===== src/rtl/pck_control.sv =====
// rtl/pck_control.sv - shared ALU opcode, flag and pipeline-state types
package pck_control;

    typedef enum logic [3:0] {
        alu_add  = 4'd0,
        alu_sub  = 4'd1,
        alu_and  = 4'd2,
        alu_or   = 4'd3,
        alu_xor  = 4'd4,
        alu_slt  = 4'd5,
        alu_sltu = 4'd6,
        alu_sll  = 4'd7,
        alu_srl  = 4'd8,
        alu_sra  = 4'd9,
        alu_cpa  = 4'd10,
        alu_cpb  = 4'd11,
        alu_mul  = 4'd12,
        alu_mulh = 4'd13
    } sel_alu_op_e;

    typedef struct packed {
        logic zero;
        logic carry;
        logic ovf;
    } alu_flags_t;

    typedef enum logic [1:0] {
        S_IDLE = 2'd0,
        S_MUL  = 2'd1,
        S_HOLD = 2'd2
    } alu_pipe_state_e;

    function automatic logic is_mul_op(input sel_alu_op_e op);
        return (op == alu_mul) || (op == alu_mulh);
    endfunction

endpackage


===== src/rtl/alu_pipe_mul_iter.sv =====
// rtl/alu_pipe_mul_iter.sv - iterative shift-add unsigned multiplier, one partial product per cycle
module alu_mul_iter #(
    parameter int BITS = 8
) (
    input  logic              i_clk,
    input  logic              i_rst,
    input  logic              start_i,
    input  logic [BITS-1:0]   a_i,
    input  logic [BITS-1:0]   b_i,
    output logic              done_o,
    output logic [2*BITS-1:0] prod_o
);

    localparam int CNT_W = $clog2(BITS + 1);

    logic [CNT_W-1:0]  cnt_q;
    logic [2*BITS-1:0] acc_q, acc_d;
    logic [2*BITS-1:0] mcand_q;
    logic [BITS-1:0]   mplier_q;
    logic              step;

    assign step  = (cnt_q != '0);
    assign acc_d = (step && mplier_q[0]) ? acc_q + mcand_q : acc_q;

    // prod_o already includes the final partial product on the done cycle,
    // so the caller can retire the result at the same edge the counter hits 0.
    assign done_o = (cnt_q == CNT_W'(1));
    assign prod_o = acc_d;

    always_ff @(posedge i_clk) begin
        if (i_rst) begin
            cnt_q    <= '0;
            acc_q    <= '0;
            mcand_q  <= '0;
            mplier_q <= '0;
        end else if (start_i) begin
            cnt_q    <= CNT_W'(BITS);
            acc_q    <= '0;
            mcand_q  <= {{BITS{1'b0}}, a_i};
            mplier_q <= b_i;
        end else if (step) begin
            cnt_q    <= cnt_q - CNT_W'(1);
            acc_q    <= acc_d;
            mcand_q  <= mcand_q << 1;
            mplier_q <= mplier_q >> 1;
        end
    end

endmodule


===== src/rtl/alu_pipe.sv =====
// rtl/alu_pipe.sv - handshaked ALU with registered flags and tag; multiplier under ALU_PIPE_MUL_EN
module alu_pipe
    import pck_control::*;
#(
    parameter int BITS  = 8,
    parameter int TAG_W = 4
) (
    input  logic             i_clk,
    input  logic             i_rst,
    input  logic             i_valid,
    output logic             o_ready,
    input  sel_alu_op_e      i_sel_op,
    input  logic [BITS-1:0]  i_op_a,
    input  logic [BITS-1:0]  i_op_b,
    input  logic [TAG_W-1:0] i_tag,
    output logic             o_valid,
    input  logic             i_ready,
    output logic [BITS-1:0]  o_res,
    output logic [TAG_W-1:0] o_tag,
    output logic             o_zero,
    output logic             o_carry,
    output logic             o_ovf
);

    localparam int SHW = $clog2(BITS);

    logic             valid_q;
    logic [BITS-1:0]  res_q, res_d;
    logic [TAG_W-1:0] tag_q;
    alu_flags_t       flags_q, flags_d;
    logic [BITS:0]    sum, diff;
    logic [SHW-1:0]   shamt;
    logic             out_free;
    logic             accept;

    assign sum   = {1'b0, i_op_a} + {1'b0, i_op_b};
    assign diff  = {1'b0, i_op_a} - {1'b0, i_op_b};
    assign shamt = i_op_b[SHW-1:0];

    always_comb begin
        res_d         = '0;
        flags_d       = '0;
        case (i_sel_op)
            alu_add: begin
                res_d         = sum[BITS-1:0];
                flags_d.carry = sum[BITS];
                flags_d.ovf   = (i_op_a[BITS-1] == i_op_b[BITS-1]) && (sum[BITS-1] != i_op_a[BITS-1]);
            end
            alu_sub: begin
                res_d         = diff[BITS-1:0];
                flags_d.carry = diff[BITS];
                flags_d.ovf   = (i_op_a[BITS-1] != i_op_b[BITS-1]) && (diff[BITS-1] != i_op_a[BITS-1]);
            end
            alu_and:  res_d = i_op_a & i_op_b;
            alu_or:   res_d = i_op_a | i_op_b;
            alu_xor:  res_d = i_op_a ^ i_op_b;
            alu_slt:  res_d = {{(BITS-1){1'b0}}, $signed(i_op_a) < $signed(i_op_b)};
            alu_sltu: res_d = {{(BITS-1){1'b0}}, i_op_a < i_op_b};
            alu_sll:  res_d = i_op_a << shamt;
            alu_srl:  res_d = i_op_a >> shamt;
            alu_sra:  res_d = $unsigned($signed(i_op_a) >>> shamt);
            alu_cpa:  res_d = i_op_a;
            alu_cpb:  res_d = i_op_b;
            default:  res_d = '0;
        endcase
        flags_d.zero = (res_d == '0);
    end

    assign out_free = !valid_q || i_ready;

`ifdef ALU_PIPE_MUL_EN
    alu_pipe_state_e   state_q;
    logic              mulh_q;
    logic [TAG_W-1:0]  mtag_q;
    logic              mul_start;
    logic              mul_done;
    logic [2*BITS-1:0] mul_prod;
    logic [BITS-1:0]   mul_res;

    assign o_ready   = (state_q == S_IDLE) && out_free;
    assign accept    = i_valid && o_ready;
    assign mul_start = accept && is_mul_op(i_sel_op);
    assign mul_res   = mulh_q ? mul_prod[2*BITS-1:BITS] : mul_prod[BITS-1:0];

    alu_mul_iter #(.BITS(BITS)) u_mul (
        .i_clk   (i_clk),
        .i_rst   (i_rst),
        .start_i (mul_start),
        .a_i     (i_op_a),
        .b_i     (i_op_b),
        .done_o  (mul_done),
        .prod_o  (mul_prod)
    );
`else
    assign o_ready = out_free;
    assign accept  = i_valid && o_ready;
`endif

    always_ff @(posedge i_clk) begin
        if (i_rst) begin
            valid_q <= 1'b0;
            res_q   <= '0;
            tag_q   <= '0;
            flags_q <= '0;
`ifdef ALU_PIPE_MUL_EN
            state_q <= S_IDLE;
            mulh_q  <= 1'b0;
            mtag_q  <= '0;
`endif
        end else begin
            if (valid_q && i_ready) valid_q <= 1'b0;
`ifdef ALU_PIPE_MUL_EN
            case (state_q)
                S_IDLE: begin
                    if (mul_start) begin
                        mulh_q  <= (i_sel_op == alu_mulh);
                        mtag_q  <= i_tag;
                        state_q <= S_MUL;
                    end else if (accept) begin
                        valid_q <= 1'b1;
                        res_q   <= res_d;
                        tag_q   <= i_tag;
                        flags_q <= flags_d;
                    end
                end
                S_MUL, S_HOLD: begin
                    // In S_HOLD the counter is 0, so mul_prod is the held accumulator.
                    if ((state_q == S_HOLD || mul_done) && out_free) begin
                        valid_q <= 1'b1;
                        res_q   <= mul_res;
                        tag_q   <= mtag_q;
                        flags_q <= '{zero: (mul_res == '0), carry: 1'b0, ovf: 1'b0};
                        state_q <= S_IDLE;
                    end else if (mul_done) begin
                        state_q <= S_HOLD;
                    end
                end
                default: state_q <= S_IDLE;
            endcase
`else
            if (accept) begin
                valid_q <= 1'b1;
                res_q   <= res_d;
                tag_q   <= i_tag;
                flags_q <= flags_d;
            end
`endif
        end
    end

    assign o_valid = valid_q;
    assign o_res   = res_q;
    assign o_tag   = tag_q;
    assign o_zero  = flags_q.zero;
    assign o_carry = flags_q.carry;
    assign o_ovf   = flags_q.ovf;

endmodule


===== config.mk =====
export PLATFORM = sky130hd
export DESIGN_NAME = alu_pipe
export DESIGN_NICKNAME = d
export VERILOG_FILES = /design/src/rtl/pck_control.sv /design/src/rtl/alu_pipe_mul_iter.sv /design/src/rtl/alu_pipe.sv
export SDC_FILE = /design/constraint.sdc
export NUM_CORES = 1
export LEC_CHECK = 0
export CAP_MARGIN = 20
export CORE_MARGIN = 2
export CORE_UTILIZATION = 58
export DETAILED_ROUTE_END_ITERATION = 6
export DONT_BUFFER_PORTS = 1
export PLACE_DENSITY = 0.73
export SYNTH_ARGS = -nofsm -noshare
export SYNTH_HDL_FRONTEND = slang
export SYNTH_SLANG_ARGS = --single-unit

===== constraint.sdc =====
create_clock -name i_clk -period 6.5 [get_ports i_clk]
set_clock_uncertainty 0.1 [all_clocks]
set_input_delay 1.95 -clock i_clk [delete_from_list [all_inputs] [get_ports i_clk]]
set_output_delay 1.95 -clock i_clk [all_outputs]
set_load 0.02 [all_outputs]

==> results.ini <==
[outcome]
status = finished clean

[final_layout]
antenna_cells = 0
final_area_sq_um = 2530
drive_gt1_share_pct = 5.43
register_area_sq_um = 320
area.growth.synth_to_final_pct = -0.688
n_fill_cell = 402
nets = 371
multi_input_area_sq_um = 2000

[timing]
period_minus_slack_ns = 4.29
setup_viol = 0
relSlewSlack_pct = 47.1
max_slew.worst_pin.slew_ns = 0.787
fin_setup_tns_ns = 0
rsz0062_at_grt = no
slew_viol_final = 0
fmax_ghz = 0.233
setup_ws_ns = 2.21
finalHoldViolCount = 0
final.period_utilization_pct = 66.1

[die]
die_w_microns = 70.3
start_util_pct = 59.3
rows = 24
die_y_microns = 70.3
ios = 45
core_sq_um = 4290
die_area_sq_um = 4940

[global_routing]
grt_pass1_vias = 2387
grt_pass1_wl_microns = 11900
grtUsageTotal_pct = 30.2
antenna_found_initial = 0
grt_max_degree = 36
overflow = 0

[synthesis]
syn_inst = 336
seq_area_frac_synth_pct = 12.6
synth-adder-area-share_pct = 14.3
synth_mux_area_share_pct = 11.8
synth.distinct_cells = 62
synth_top_family_by_area = compound AO/OA/AOI/OAI gates
synth_top_flop_cell = dfxtp_1
syn_nets = 392
synth-compound-area-share_pct = 27.5
netlist_area_sq_um = 2550
ys_ff_latch = 16
yosys.area_share.simple_pct = 23.6
synth-edff-count = 0
async_flop_share_pct = 0
avgSynthCellArea_sq_um = 7.58
yosys_warnings = 0
synth_xor_area_share_pct = 1.38

[place]
placed_area_sq_um = 2490
port_buffers = 0
gp_congestion = 0.947
hpwlAfterDp_microns = 5540
place_ws_ns = 1.98

[clock_tree]
cts-root-buf = clkbuf_8
cts_buffers = 3
insertion_delay_ns = 0.24
h-tree-depth = 1
post-cts-setup-buffers = 0
postCtsResizedCells = 0
cts_tree = yes
cts.sinks = 16
ctsLongestPathBuffers = 2
path_clk_slew_ns = 0.05
hold_buffers = 0

[setup_path]
cp_max_fo = 6
worstSetupPathType = input pin to flop
crit_arrival_ns = 4.38
end_kind = flop
crit_required_ns = 6.59
worstSetupStartpointType = input pin

[min_path]
hold_class = flop to flop

[detailed_routing]
viasPerCell = 6.88
routed_wl_microns = 7350
ant_nets = 0
first_pass_iters = 5
wl_per_cell_microns = 20.1
drc = 0
drt_iter0_markers = 265
vias = 2513

[power]
leakage_nw = 1.06
ir_drop_mv = 0.0650
power.density_nw_per_um2 = 126

[flow_run]
max-cap-violations = 0

## critical path, stage by stage
cell and delay (ns):
inv_1 0.04, ha_1 0.23, fa_1 0.44, nor3_1 0.35
nor3_1 0.11, o31ai_1 0.37, a21oi_1 0.17, a211oi_1 0.35
and4_1 0.24, a31o_1 0.13
## power by group
group	internal (W)	switching [W]	total, W
Sequential	0.000105	0.0000129	0.000118
Combinational	0.0000582	0.0000719	0.000130
Clock	0.0000410	0.0000291	0.0000700
Total	0.000204	0.000114	0.000318
## registers in the layout (all words and copies together) (netlist names)
name / count
o_ovf: 1
o_carry: 1
o_tag: 4
o_res: 8
o_valid: 1
o_zero: 1
## placed cells by master (no fill, tap or decap), types with 4 or more instances in the layout
| cell type | synthesis | layout |
|---|---|---|
| nor2_1 | 20 | 20 |
| ha_1 | 26 | 26 |
| nand2b_1 | 4 | 4 |
| nand3_1 | 7 | 7 |
| nand2_1 | 26 | 26 |
| a32oi_1 | 6 | 6 |
| mux4_2 | 5 | 5 |
| mux2i_1 | 9 | 9 |
| o21ai_0 | 16 | 16 |
| a21o_1 | 4 | 4 |
| mux2_2 | 4 | 4 |
| nor3b_1 | 4 | 4 |
| nor3_1 | 11 | 11 |
| inv_1 | 26 | 26 |
| a21oi_1 | 24 | 24 |
| nor2b_1 | 12 | 12 |
| a31oi_1 | 4 | 4 |
| a211oi_1 | 14 | 14 |
| and3_1 | 5 | 5 |
| dfxtp_1 | 16 | 16 |
| a22oi_1 | 6 | 6 |
## path summary, 6_finish.rpt
kind	start	endpoint	slack [ns]	cells past startpoint
setup / recovery	i_op_a[0]	o_zero	2.21	10
setup reg to reg	o_valid	o_zero	3.97	7
hold / removal	o_tag[2]	o_tag[2]	0.44	2
hold reg to reg	o_tag[2]	o_tag[2]	0.44	2
## cell families (layout without fill, tap and decap cells)
family / Yosys count / in the layout
AOI/OAI and AO/OA: 102 / 102
xor gates and xnor gates: 4 / 4
adders and majority gates: 28 / 28
buffers and inverters: 53 / 30
DFF: 16 / 16
muxes: 20 / 20
and+or+nand+nor: 113 / 113
## synthesized netlist by cell type (all sizes together), types with 6 or more instances
cell type,count,area share (%)
buf,12,2.8
a211oi,14,4.1
nor2b,12,2.9
nor2,20,2.9
nand2,26,3.8
nand3,7,1.4
a21oi,24,4.7
ha,26,13
inv,26,3.8
nor3,11,2.2
mux2i,9,3.5
a32oi,6,2.1
o21ai,16,3.1
mux4,7,6.5
dfxtp,16,13
clkbuf,14,2.1
a22oi,6,1.8
## final cells by class
| cell class | instances | share of cell area, % |
|---|---|---|
| multi-input cells | 267 | 79.1 |
| well taps | 52 | 2.57 |
| flip-flops and latches | 16 | 12.7 |
| inverters | 27 | 4.01 |
| clock buffers | 3 | 1.63 |
## metrics by stage
stage          instances  util [%]  total power (W)  hold slack [ns]
3_3_place_gp         362      57.9         0.000246            0.436
4_1_cts              365      58.9         0.000318            0.448
6_report             365      58.9         0.000318            0.445
2_1_floorplan        336         -         0.000235            0.435
3_5_place_dp         362      57.9         0.000247            0.440
5_1_grt              365      58.9         0.000339            0.490
## metal layers
layer | wire [microns] | global-route usage (%) | part of all wire [%] | vias up
met3 | 683 | 4.91 | 9.3 | 23
met1 | 3140 | 41.3 | 43 | 1153
met2 | 3310 | 47.1 | 45 | 139
met5 | 0 | 0 | 0 | -
met4 | 221 | 12.2 | 3.0 | 0
li1 | - | - | - | 1198
(Power assumes the default switching activity.)
